### src/rtl/game_sequencer.sv
// rtl/game_sequencer.sv - Runner game-flow controller: IDLE/RUN/PAUSE/OVER, BCD score, speed level, buzzer
//
// Converts keypad start presses, the pause switch and the draw-logic collision
// flag into a run enable and a one-cycle world-clear pulse. It keeps a 4-digit
// BCD score, which saturates at 9999, and a 0..7 speed level.
//
// Optional feature macro: GAME_SEQ_BUZZ_EN. When it is defined, buzz pulses low
// on entry to OVER and on each level-up. When it is undefined, buzz is tied to 1.
//
// Ports:
//   clk, rstn          clock; synchronous active-low reset
//   tick_1ms           one-cycle millisecond strobe
//   key_ready/key_code keypad valid level and code (code sampled on the ready rising edge)
//   pause_sw           debounced pause switch
//   collide            collision flag from the draw logic
//   state              0=IDLE 1=RUN 2=PAUSE 3=OVER
//   run_en, gameover   high in RUN / OVER respectively
//   clr_world          one-cycle pulse when a new game starts
//   score              4-digit BCD score
//   speed_lvl          speed level 0..7
//   buzz               buzzer drive, active-low
module game_sequencer #(
    parameter logic [4:0] START_KEY  = 5'h10,
    parameter int         SCORE_MS   = 100,
    parameter int         LEVEL_STEP = 50,
    parameter int         HOLD_MS    = 1000,
    parameter int         BUZZ_MS    = 200
) (
    input  logic        clk,
    input  logic        rstn,
    input  logic        tick_1ms,
    input  logic        key_ready,
    input  logic [4:0]  key_code,
    input  logic        pause_sw,
    input  logic        collide,
    output logic [1:0]  state,
    output logic        run_en,
    output logic        clr_world,
    output logic        gameover,
    output logic [15:0] score,
    output logic [2:0]  speed_lvl,
    output logic        buzz
);

    localparam int PRE_W  = $clog2(SCORE_MS + 1);
    localparam int PTS_W  = $clog2(LEVEL_STEP + 1);
    localparam int HOLD_W = $clog2(HOLD_MS + 1);

    typedef enum logic [1:0] {
        S_IDLE  = 2'd0,
        S_RUN   = 2'd1,
        S_PAUSE = 2'd2,
        S_OVER  = 2'd3
    } state_t;

    state_t              st;
    logic                key_prev;
    logic [PRE_W-1:0]    pre;
    logic [PTS_W-1:0]    pts;
    logic [HOLD_W-1:0]   hold;

    logic start_press;
    logic do_start;
    logic score_tick;
    logic award;
    logic pts_wrap;
    logic lvl_up;

    function automatic logic [15:0] bcd_next(input logic [15:0] v);
        logic [15:0] r;
        logic        carry;
        r     = v;
        carry = 1'b1;
        for (int i = 0; i < 4; i++) begin
            if (carry) begin
                if (r[i*4 +: 4] == 4'd9) begin
                    r[i*4 +: 4] = 4'd0;
                end else begin
                    r[i*4 +: 4] = r[i*4 +: 4] + 4'd1;
                    carry       = 1'b0;
                end
            end
        end
        return r;
    endfunction

    // A held key gives exactly one press: only the 0->1 transition of key_ready counts.
    assign start_press = key_ready & ~key_prev & (key_code == START_KEY);
    assign do_start    = start_press & ((st == S_IDLE) | ((st == S_OVER) & (hold == '0)));

    // Collision and pause both pre-empt the score tick in RUN, so a point coinciding
    // with either is dropped.
    assign score_tick = (st == S_RUN) & ~collide & ~pause_sw & tick_1ms
                        & (pre == PRE_W'(SCORE_MS - 1));
    assign award      = score_tick & (score != 16'h9999);
    assign pts_wrap   = award & (pts == PTS_W'(LEVEL_STEP - 1));
    assign lvl_up     = pts_wrap & (speed_lvl != 3'd7);

    assign state = st;

    always_ff @(posedge clk) begin
        if (!rstn) begin
            st        <= S_IDLE;
            key_prev  <= 1'b0;
            pre       <= '0;
            pts       <= '0;
            hold      <= '0;
            run_en    <= 1'b0;
            clr_world <= 1'b0;
            gameover  <= 1'b0;
            score     <= 16'h0000;
            speed_lvl <= 3'd0;
        end else begin
            key_prev  <= key_ready;
            clr_world <= 1'b0;
            if (do_start) begin
                st        <= S_RUN;
                run_en    <= 1'b1;
                gameover  <= 1'b0;
                clr_world <= 1'b1;
                score     <= 16'h0000;
                speed_lvl <= 3'd0;
                pre       <= '0;
                pts       <= '0;
                hold      <= '0;
            end else begin
                case (st)
                    S_RUN: begin
                        if (collide) begin
                            st       <= S_OVER;
                            run_en   <= 1'b0;
                            gameover <= 1'b1;
                            hold     <= HOLD_W'(HOLD_MS);
                        end else if (pause_sw) begin
                            st     <= S_PAUSE;
                            run_en <= 1'b0;
                        end else if (tick_1ms) begin
                            if (pre == PRE_W'(SCORE_MS - 1)) begin
                                pre <= '0;
                            end else begin
                                pre <= pre + PRE_W'(1);
                            end
                            // Points stop counting once the score is pinned at 9999.
                            if (award) begin
                                score <= bcd_next(score);
                                if (pts_wrap) begin
                                    pts <= '0;
                                end else begin
                                    pts <= pts + PTS_W'(1);
                                end
                                if (lvl_up) begin
                                    speed_lvl <= speed_lvl + 3'd1;
                                end
                            end
                        end
                    end
                    S_PAUSE: begin
                        if (!pause_sw) begin
                            st     <= S_RUN;
                            run_en <= 1'b1;
                        end
                    end
                    S_OVER: begin
                        if (tick_1ms && hold != '0) begin
                            hold <= hold - HOLD_W'(1);
                        end
                    end
                    default: ;
                endcase
            end
        end
    end

`ifdef GAME_SEQ_BUZZ_EN
    localparam int BUZZ_W = $clog2(BUZZ_MS + 1);

    logic [BUZZ_W-1:0] buzz_cnt;
    logic              buzz_trig;

    assign buzz_trig = ((st == S_RUN) & collide) | lvl_up;

    // A retrigger reloads the counter, so the pulse stretches instead of stacking.
    always_ff @(posedge clk) begin
        if (!rstn) begin
            buzz_cnt <= '0;
            buzz     <= 1'b1;
        end else if (buzz_trig) begin
            buzz_cnt <= BUZZ_W'(BUZZ_MS);
            buzz     <= (BUZZ_MS == 0);
        end else if (tick_1ms && buzz_cnt != '0) begin
            buzz_cnt <= buzz_cnt - BUZZ_W'(1);
            buzz     <= (buzz_cnt == BUZZ_W'(1));
        end
    end
`else
    assign buzz = 1'b1;
`endif

endmodule

### config.mk
export PLATFORM = sky130hd
export DESIGN_NAME = game_sequencer
export DESIGN_NICKNAME = d
export VERILOG_FILES = /design/src/rtl/game_sequencer.sv
export SDC_FILE = /design/constraint.sdc
export NUM_CORES = 1
export LEC_CHECK = 0
export ABC_AREA = 1
export BUFFER_PORTS_ARGS = -buffer_cell sky130_fd_sc_hd__buf_2
export CORE_MARGIN = 2
export CORE_UTILIZATION = 58
export CTS_CLUSTER_SIZE = 12
export DETAILED_ROUTE_END_ITERATION = 7
export PLACE_DENSITY = 0.88
export SLEW_MARGIN = 15
export SYNTH_ARGS = -nofsm -noshare
export SYNTH_HDL_FRONTEND = slang
export SYNTH_SLANG_ARGS = --single-unit
export TNS_END_PERCENT = 50
### constraint.sdc
create_clock -name clk -period 1.75 [get_ports clk]
set_input_delay 0.0875 -clock clk [delete_from_list [all_inputs] [get_ports clk]]
set_output_delay 0.0875 -clock clk [all_outputs]
set_load 0.05 [all_outputs]
==> results by group, run 1 <==
Status
  – Run status: complete, no violations

Clock network
  – Clock Tree Root: clkbuf_8
  – Clk sinks: 48
  – TritonCTS clock tree: built
  – Worst skew pair latency: roughly 0.30 ns
  – Worst-path clk slew: 0.08 ns
  – Num CTS Buffers: 5
  – Clk buf depth: 2
  – H-Tree Depth: 2

Routing
  – Vias: 2,800
  – Residual DRC: 0
  – Vias per cell: 5.30
  – Total Wirelength: around 6400 um
  – Routed len/inst: roughly 12 um
  – Initial DRC count: about 120
  – Antenna-violating nets left: 0
  – Drt pass-1 iters: 5

Timing
  – Final period util: 93.8%
  – Clock skew: 0.00842 ns
  – Final Critical Period: roughly 1.6 ns
  – Fin. Hold Viols: 0
  – Setup WS post-layout: 0.109 ns
  – Fmax: slightly above 600 MHz
  – RSZ-0062 raised after global routing: false
  – Setup-failing EPs final: 0
  – Setup_tns: 0 ns
  – Max-slew violation count: 0

Power
  – Seq pwr share: 44.5%
  – Clock power share: ~32%
  – Sw power: 831 uW
  – Pwr/cell area: 813 nW/um2
  – Max VDD drop: 571 uV
  – Switch share: 30.9%
  – Leakage: about 1.5 nW
  – Internal cell power: 1.86 mW
  – Comb power frac: 23.1%

Finish
  – Fill count: just under 400
  – Final Core Density: between 70% and 80%
  – Area growth syn-to-layout: 17.8%
  – Nets: 491
  – Antenna cells: 0
  – Ratio of cells with drive above 1 in the final layout: between 20 and 25%

Global route
  – First-pass GRT wire length: 10,700 um
  – Initial antenna violation count: 0
  – Tot GR Track Use: 24.9%
  – Largest net degree at the start of global routing: 17
  – Vias in the first global route: 2,527
  – Global route total overflow: 0

Floorplanning
  – Core area: about 4700 um2
  – IO Pins: 36
  – Die footprint: 5420 um2
  – Starting density of the core: around 60%
  – FP Rows: 25
  – Die H: between 70 and 80 um
  – Die W: 73.6 um

Yosys
  – Area leader, netlist: dfxtp_1
  – Post-synthesis sequential area ratio: 34.2%
  – Yosys cell types: 32
  – Synth area leaders: dfxtp_1 (34%), nand2_1 (15%), nand3_1 (8.2%)
  – Register bit total from synthesis: 48
  – Mapped Area: 2810 um2
  – Most frequent cell after synthesis: nand2_1
  – Syn_nets: 440
  – Ys Warns: 0
  – Syn Inst Count: 422
  – Most common library cells after synthesis: nand2_1 (113), nor2_1 (57), dfxtp_1 (48), inv_1 (47), nand3_1 (46)
  – Yosys top cell area share: 34.2%
  – Primary FF master, synth: dfxtp_1
  – Post-synthesis area per instance: 6.66 um2
  – Number of enable flip-flop cells after synthesis: 0
  – Async set-or-reset flop fraction in the synthesized netlist: 0%

Place
  – GPL Wtd Cong: 0.952
  – Port-buffer cells: 34
  – HPWL after DPL: 4680 um
  – Setup slack at placement: 0.0545 ns

Worst setup path
  – R2R depth: 10
  – Crit Path Max Fanout: 4
  – Critical Path RT: 1.98 ns
  – Worst Setup End Kind: flip-flop
  – CP Launch Type: flip-flop
  – CP arrival: 1.87 ns
  – Setup CP Type: reg2reg

Worst hold path
  – Worst Hold Class: in2reg
  – Hold path depth: 3

Run
  – Total of max-cap violations: 0
## worst max-delay path: stages, from the launching register on
cell	delay (ns)
dfxtp_2	0.35
inv_1	0.06
ha_1	0.20
nand3_1	0.08
nor2_1	0.04
nand2_1	0.11
nand2_2	0.10
a21oi_4	0.24
buf_4	0.18
nand2_1	0.09
a21oi_1	0.12
## metrics by stage
stage	hold WS [ns]	cell area, um2	instances	power [mW]
floorplan	0.181	2810	422	1.68
detailed placement	0.311	3130	517	1.82
global placement	0.302	3130	517	1.80
global route	0.0310	3310	528	2.85
CTS	0.00698	3270	526	2.70
finish	0.0240	3310	528	2.69
## cells in the final DEF, fill, tap and decap left out, types with 3 or more instances in the layout
| master | n |
|---|---|
| a21oi_2 | 10 |
| xor2_1 | 10 |
| nor2_1 | 57 |
| nand2_1 | 111 |
| inv_2 | 5 |
| buf_2 | 34 |
| nor2_2 | 3 |
| dfxtp_2 | 3 |
| nand3_1 | 45 |
| inv_1 | 46 |
| buf_4 | 15 |
| clkbuf_8 | 7 |
| ha_1 | 7 |
| a21oi_1 | 25 |
| nand4_1 | 9 |
| buf_12 | 3 |
| nor2_4 | 4 |
| dfxtp_1 | 45 |
| xnor2_1 | 4 |
| o21ai_0 | 10 |
## repair_timing
| item | 4_1_cts | 5_1_grt |
|---|---|---|
| hold endpoints to repair | 1 | 0 |
| setup buffers | 0 | 2 |
| endpoints found under the setup margin | 0 | 39 |
| resized for setup | 0 | 11 |
| hold buffers | 1 | 0 |
## routing by layer
metal  GRT usage (%)  vias up  wire length, um
met5               0        -                0
met4            8.89        0               79
met3            4.94        8              385
met2            43.4       88             3150
met1            30.2     1265             2760
li1                -     1439                -
## final cells by class
cell class / instances / area (um2) / area share [%]
Timing Repair Buffer: 53 / 353 / 10.7
Sequential cell: 48 / 965 / 29.1
Inverter: 54 / 210 / 6.35
Clock inverter: 1 / 30.0 / 0.907
Tap cell: 54 / 67.6 / 2.04
Multi-Input combinational cell: 311 / 1590 / 48.0
Clock buffer: 7 / 96.3 / 2.91
## sequential cells by signal, summed over array words and instances (netlist names)
signal and count:
score 16, hold 10, pre 7, pts 6, speed_lvl 3, state 2, clr_world 1, gameover 1
key_prev 1, run_en 1
## kinds of logic after synthesis
| family | after synthesis | share of synthesized area, % |
|---|---|---|
| xor gates and xnor gates | 14 | 4.36 |
| buffers and inverters | 63 | 10.2 |
| DFF | 48 | 34.2 |
| and+or+nand+nor | 243 | 38.6 |
| adders and majority gates | 7 | 3.12 |
| other | 1 | 0.134 |
| AOI/OAI and AO/OA | 46 | 9.40 |
## worst paths after layout
path         slack (ns)  startpoint  endpoint
min                0.02        rstn  key_prev
max reg2reg        0.11     hold[0]    pre[0]
max                0.11     hold[0]    pre[0]
min reg2reg        0.48    gameover  gameover
## power by group through the flow
stage / clock network (mW) / logic [mW] / registers (mW)
2_1_floorplan: 0 / 0.399 / 1.28
3_3_place_gp: 0 / 0.584 / 1.22
3_5_place_dp: 0 / 0.604 / 1.22
4_1_cts: 0.894 / 0.608 / 1.19
5_1_grt: 0.942 / 0.698 / 1.21
6_report: 0.872 / 0.621 / 1.20
Power figures use the tool's default switching activity.
==> run 2: changes to the inputs <==
- CTS_CLUSTER_DIAMETER: not set -> 120
- clock period: 1.75 -> 1.7 ns (I/O delays scaled with it)
==> run 2 against run 1 <==
Global-route usage is 0.64 points lower. Power fell by 1.1%. Core utilization down 0.56 points. Sequential power hardly changed. Setup slack gained 0.014 ns. Combinational power up 3.5%. Sequential cell count stayed put. Sequential share of layout area rose by 0.35 points.
==> results by group, run 2 (same netlist as run 1, synthesis figures left out) <==
Status
  – Run status: complete, no violations

Clock network
  – Worst-path clk slew: 0.09 ns (about the same)
  – Num CTS Buffers: 5 (unchanged)
  – H-Tree Depth: 2 (unchanged)
  – Clock Tree Root: clkbuf_8
  – Clk sinks: 48 (unchanged)
  – Clk buf depth: 2 (unchanged)
  – Worst skew pair latency: 0.30 ns (about the same)
  – TritonCTS clock tree: built

Worst setup path
  – Crit Path Max Fanout: 17 (+13)
  – CP arrival: 1.81 ns (-0.06 ns)
  – Crit Reg-Reg Endpoint: score[7]
  – Worst reg2reg path startpoint: hold[0]
  – Reg2Reg Setup Slack: 0.12 ns (about the same)
  – CP Launch Type: flip-flop
  – R2R depth: 10 (unchanged)
  – Worst Setup End Kind: flip-flop
  – Critical Path RT: 1.93 ns (-0.05 ns)
  – Setup CP Type: reg2reg

Finish
  – Nets: 491 (unchanged)
  – Commonest non-fill, non-tap cells in the layout: nand2_1 (109), nor2_1 (57), inv_1 (46), nand3_1 (45), dfxtp_1 (42)
  – Ratio of cells with drive above 1 in the final layout: 20.6% (+0.30 points)
  – Most flop-heavy register: score
  – Biggest regs: score (16), hold (10), pre (7)
  – Final Core Density: 70.0% (-0.56 points)
  – Antenna cells: 0 (unchanged)
  – Max FFs per register: 16 (unchanged)
  – Commonest non-fill, non-tap cell in the layout: nand2_1
  – Fill count: 380 (-2.8%)
  – Area growth syn-to-layout: 16.9%

Global route
  – Initial antenna violation count: 0 (unchanged)
  – First-pass GRT wire length: 10,300 um (-3.7%)
  – Tot GR Track Use: 24.2% (-0.64 points)
  – Vias in the first global route: 2,450 (-3.0%)
  – Largest net degree at the start of global routing: 19 (+2)
  – Global route total overflow: 0 (unchanged)

Routing
  – Routed len/inst: 11.8 um (-2.2%)
  – Drt pass-1 iters: 4 (-1)
  – Antenna-violating nets left: 0 (unchanged)
  – Vias per cell: 5.22 (-1.6%)
  – Residual DRC: 0 (unchanged)
  – Vias: 2,745 (-2.0%)
  – Initial DRC count: 202 (+67%)
  – Total Wirelength: 6220 um (-2.5%)

Timing
  – Setup-failing EPs final: 0 (unchanged)
  – Fmax: 634 MHz (+4.0%)
  – Max-slew violation count: 0 (unchanged)
  – Final Critical Period: 1.58 ns (-0.0637 ns)
  – Fin. Hold Viols: 0 (unchanged)
  – Setup WS post-layout: 0.123 ns (+0.0137 ns)
  – Clock skew: 0.0105 ns (+0.00206 ns)
  – Final period util: 92.8% (-0.99 points)

Floorplanning
  – Core area: 4690 um2 (unchanged)
  – Die footprint: 5420 um2 (unchanged)
  – Die H: 73.6 um (unchanged)
  – FP Rows: 25 (unchanged)
  – Die W: 73.6 um (unchanged)
  – Starting density of the core: 59.9% (unchanged)
  – IO Pins: 36 (unchanged)

Place
  – HPWL after DPL: 4580 um (-2.2%)
  – GPL Wtd Cong: 0.915 (-3.9%)
  – Setup slack at placement: 0.0192 ns (-0.0352 ns)
  – Port-buffer cells: 34 (unchanged)

Power
  – Leakage: 1.46 nW (-0.77%)
  – Pwr/cell area: 811 nW/um2 (-0.28%)
  – Max VDD drop: 516 uV (-9.6%)

Run
  – Total of max-cap violations: 0 (unchanged)

Worst hold path
  – WHS Endpoint: key_prev
  – Hold_sp: rstn
  – Hold path depth: 3 (unchanged)
  – Worst Hold Class: in2reg
run 2: power breakdown:
part           total (mW)  internal (mW)  switching, mW  leakage (nW)
registers            1.23           1.18         0.0546         0.390
logic               0.643          0.218          0.425          1.02
clock network       0.785          0.423          0.362        0.0501
total                2.66           1.82          0.842          1.46
run 2: per-stage QoR:
step | cells | TNS, ns | hold WS (ns) | power, mW | cell area, um2
detailed placement | 517 | 0 | 0.308 | 1.87 | 3130
global route | 526 | -0.00538 | 0.0235 | 2.79 | 3280
global placement | 517 | 0 | 0.300 | 1.86 | 3130
CTS | 525 | 0 | 0.00933 | 2.66 | 3250
finish | 526 | 0 | 0.0165 | 2.66 | 3280
floorplan | 422 | 0 | 0.178 | 1.73 | 2810
run 2: how the worst max path moves through the flow:
stage	slack, ns	from	depth (start not counted)	endpoint
5_1_grt	-0.005	pre[1]	10	score[10]
6_report	0.12	hold[0]	10	score[7]
2_1_floorplan	0.009	score[7]	8	pts[5]
4_1_cts	0.005	hold[0]	10	hold[9]
3_3_place_gp	0.10	hold[0]	10	score[8]
3_5_place_dp	0.02	hold[0]	10	score[7]
run 2: area by class of cell:
class                           instances  area [um2]  share of cell area, %
Multi-Input combinational cell        311        1590                   48.3
Sequential cell                        48         968                   29.5
Timing Repair Buffer                   53         353                   10.7
Inverter                               54         210                   6.40
Clock buffer                            5        68.8                   2.10
Tap cell                               54        67.6                   2.06
Clock inverter                          1        30.0                  0.915
run 2: timing repair:
| action | 4_1_cts | 5_1_grt |
|---|---|---|
| endpoints found under the setup margin | 1 | 35 |
| endpoints found under the hold margin | 1 | 0 |
| gates resized for setup | 1 | 11 |
| pin swaps | 1 | 2 |
| hold buffers | 1 | 0 |
| setup buffers | 1 | 1 |
run 2: layer usage:
| layer | vias up | GRT usage [%] | share of wire, % |
|---|---|---|---|
| met5 | - | 0 | 0 |
| met4 | 0 | 8.48 | 0.87 |
| met3 | 6 | 4.94 | 4.6 |
| met2 | 67 | 42.4 | 50 |
| met1 | 1229 | 29.3 | 45 |
| li1 | 1443 | - | - |
run 2: worst max-delay path, cell delays in order, from the launching register on:
cell,delay [ns]
dfxtp_2,0.36
inv_1,0.06
ha_1,0.18
nand3_1,0.07
nor2_1,0.04
nand2_1,0.11
nand2_2,0.11
a21oi_4,0.22
inv_4,0.07
buf_12,0.15
a21oi_1,0.13
==> run 3: changes to the inputs <==
- ABC_AREA: 1 -> not set
- CELL_PAD_IN_SITES_DETAIL_PLACEMENT: not set -> 0
- CELL_PAD_IN_SITES_GLOBAL_PLACEMENT: not set -> 1
- CORE_UTILIZATION: 58 -> 42
- PLACE_DENSITY: 0.88 -> 0.85
==> run 3 against run 2 <==
The flow now finishes with violations (setup timing). Non-clock buffer count up 35. Critical path type unchanged. Largest power group unchanged. Clock skew about the same. Power shrank 17%.
==> results by group, run 3 <==
Floorplanning
  – Starting density of the core: 43.9% (-16 points)
  – Die H: 80.1 um (+8.9%)
  – Die W: 80.1 um (+8.9%)
  – Core area: 5540 um2 (+18%)
  – IO Pins: 36 (unchanged)
  – FP Rows: 27 (+8.0%)
  – Die footprint: 6420 um2 (+19%)

Place
  – Dpl cell area: 3080 um2 (-1.6%)
  – HPWL after DPL: 4050 um (-12%)
  – Placed cells: 428 (-17%)
  – Port-buffer cells: 34 (unchanged)
  – GPL Wtd Cong: 0.860 (-6.0%)
  – Setup slack at placement: -0.248 ns (-0.267 ns)

Yosys
  – Yosys top cell area share: 39.5% (+5.3 points)
  – Register bit total from synthesis: 48 (unchanged)
  – Ys Warns: 0 (unchanged)
  – Post-synthesis simple-gate area fraction: 29.4% (-9.2 points)
  – Post-synthesis area per instance: 8.66 um2 (+30%)
  – Post-synthesis sequential area ratio: 39.5% (+5.3 points)
  – Most common library cells after synthesis: dfxtp_1 (48), nor2_1 (36), a21oi_1 (18), nand2_1 (17), inv_1 (15)
  – Primary FF master, synth: dfxtp_1
  – Largest family of logic cells by synthesized area: simple AND/OR/NAND/NOR gates
  – Mux cell area share after synthesis: 1.64% (+1.6 points)
  – Async set-or-reset flop fraction in the synthesized netlist: 0% (unchanged)
  – Synth Area in Compound Gates: 13.4% (+4.0 points)
  – Mapped Area: 2430 um2 (-13%)
  – Yosys cell types: 54 (+69%)
  – Area leader, netlist: dfxtp_1
  – Syn_nets: 299 (-32%)
  – Synth Area in XOR/XNOR: 8.27% (+3.9 points)
  – Most frequent cell after synthesis: dfxtp_1
  – Post-synthesis adder-cell area fraction: 3.60% (+0.48 points)
  – Synth area leaders: dfxtp_1 (39%), nor2_1 (5.5%), xor2_1 (5.0%)
  – Number of enable flip-flop cells after synthesis: 0 (unchanged)
  – Syn Inst Count: 281 (-33%)

Worst setup path
  – Crit Reg-Reg Endpoint: score[4]
  – CP max-delay cell: or4_4
  – CP top delay family: simple AND/OR/NAND/NOR gates
  – CP arrival: 2.09 ns (+0.28 ns)
  – Setup CP Type: reg2reg
  – Worst Setup End Kind: flip-flop
  – Critical-path cell list: or3b_4 > or4_4 > buf_4 > o2111ai_4 > xor2_1 > nor2_1
  – Reg2Reg Setup Slack: -0.20 ns (-0.32 ns)
  – R2R depth: 6 (-4)
  – Worst reg2reg path startpoint: score[1]
  – Crit Path Max Fanout: 3 (-14)
  – Setup crit start: score[1]
  – Crit path buffers/inverters: 1 (-2)
  – Worst path max stage delay: 0.46 ns (+0.10 ns)
  – Levels on crit path: 6 (-4)
  – Critical Path RT: 1.89 ns (-0.04 ns)
  – CP Launch Type: flip-flop

Power
  – Max VDD drop: 381 uV (-26%)
  – Tot Pwr: 2.21 mW (-17%)
  – Leakage: 1.39 nW (-4.8%)
  – Pwr/cell area: 648 nW/um2 (-20%)

Timing
  – Worst hold slack: 0.0390 ns (+0.0224 ns)
  – Setup_tns: -1.87 ns (-1.87 ns)
  – Max-slew violation count: 0 (unchanged)
  – Final period util: 112% (+19 points)
  – Fmax: 527 MHz (-17%)
  – Clock skew: 0.0105 ns (-0.0000254 ns)
  – Setup WS post-layout: -0.197 ns (-0.320 ns)
  – Fin. Hold Viols: 0 (unchanged)
  – Final Critical Period: 1.90 ns (+0.320 ns)
  – Setup-failing EPs final: 22 (+22)
  – RSZ-0062 raised after global routing: true

Clock network
  – Num CTS Buffers: 5 (unchanged)
  – Hold_buf cts: 0 (-1)
  – Clock Tree Root: clkbuf_8
  – Worst-path clk slew: 0.09 ns (about the same)
  – Clk buf depth: 2 (unchanged)
  – H-Tree Depth: 2 (unchanged)
  – Clk sinks: 48 (unchanged)
  – TritonCTS clock tree: built
  – Worst skew pair latency: 0.31 ns (about the same)

Run
  – Total of max-cap violations: 0 (unchanged)

Finish
  – Finished Cell Area: 3420 um2 (+4.1%)
  – Ratio of cells with drive above 1 in the final layout: 38.3% (+18 points)
  – Biggest regs: score (16), hold (10), pre (7)
  – Nets: 385 (-22%)
  – Final Core Density: 61.7% (-8.3 points)
  – Antenna cells: 0 (unchanged)
  – Max FFs per register: 16 (unchanged)
  – Commonest non-fill, non-tap cell in the layout: buf_4
  – Most flop-heavy register: score
  – Area growth syn-to-layout: 40.3%
  – Commonest non-fill, non-tap cells in the layout: buf_4 (49), nor2_1 (35), buf_2 (34), dfxtp_1 (30), a21oi_1 (18)
  – Finished Layout Cells: 440 (-16%)

Routing
  – Vias: 2,355 (-14%)
  – Routed wl met2: 2770 um (-11%)
  – Total Wirelength: 5790 um (-6.9%)
  – Wire length on met3: 228 um (-19%)
  – Antenna-violating nets left: 0 (unchanged)
  – Highest routed metal layer: met4
  – Initial DRC count: 90 (-55%)
  – Residual DRC: 0 (unchanged)
  – Vias per cell: 5.35 (+2.6%)
  – Drt pass-1 iters: 4 (unchanged)
  – Routed len/inst: 13.2 um (+11%)
  – Routed metal-1 wire length: 2720 um (-2.1%)

Global route
  – Largest net degree at the start of global routing: 34 (+15)
  – Global route total overflow: 0 (unchanged)
  – Vias in the first global route: 2,191 (-11%)
  – Initial antenna violation count: 0 (unchanged)
  – Tot GR Track Use: 18.7% (-5.6 points)
  – First-pass GRT wire length: 9600 um (-6.8%)

Worst hold path
  – Hold_sp: key_ready
  – Worst Hold Class: in2reg
  – WHS Endpoint: key_prev
  – Hold path depth: 2 (-1)

Status
  – Failing checks: setup timing
  – Run status: finished with violations
run 3: cell count changes after synthesis, sizes merged, moves of 5 or more:
cell | before | now
or4 | 0 | 6
nand3 | 48 | 13
inv | 52 | 15
a21oi | 36 | 18
nand2 | 114 | 17
nor2 | 64 | 36
xnor2 | 4 | 9
and3 | 0 | 6
run 3: worst max path at each step:
stage / endpoint
floorplan: speed_lvl[2]
global placement: score[1]
detailed placement: pts[5]
CTS: pts[3]
global route: score[4]
finish: score[4]
run 3: timing repair:
action | 4_1_cts | 5_1_grt
cloned | 0 | 0
buffers inserted | 4 | 1
endpoints found under the setup margin | 31 | 45
pin swaps | 16 | 7
resized for setup | 17 | 17
run 3: kinds of logic after synthesis:
family / count (synthesis)
AND/OR/NAND/NOR: 124
AO/OA/AOI/OAI: 50
flip-flops: 48
buffers and inverters: 24
XOR/XNOR: 23
adder cells (fa/ha/maj): 7
multiplexers: 4
other: 1
run 3: final cells by class:
type,count,area (um2)
Clock buffer,6,72.6
Tap cell,72,90.1
Clock inverter,2,60.1
Inverter,15,56.3
Sequential cell,48,988
Timing Repair Buffer,88,603
Fill cell,493,2120
Multi-Input combinational cell,209,1550
run 3: power by group:
group          switching (mW)  leakage [nW]  internal (mW)
Combinational          0.0645         0.925         0.0468
Clock                   0.385        0.0654          0.588
Sequential            0.00415         0.397           1.13
run 3: layer usage:
layer	up-vias	track usage [%]
met5	-	0
li1	1181	-
met1	1115	24.2
met2	52	30.9
met4	0	6.10
met3	7	3.82
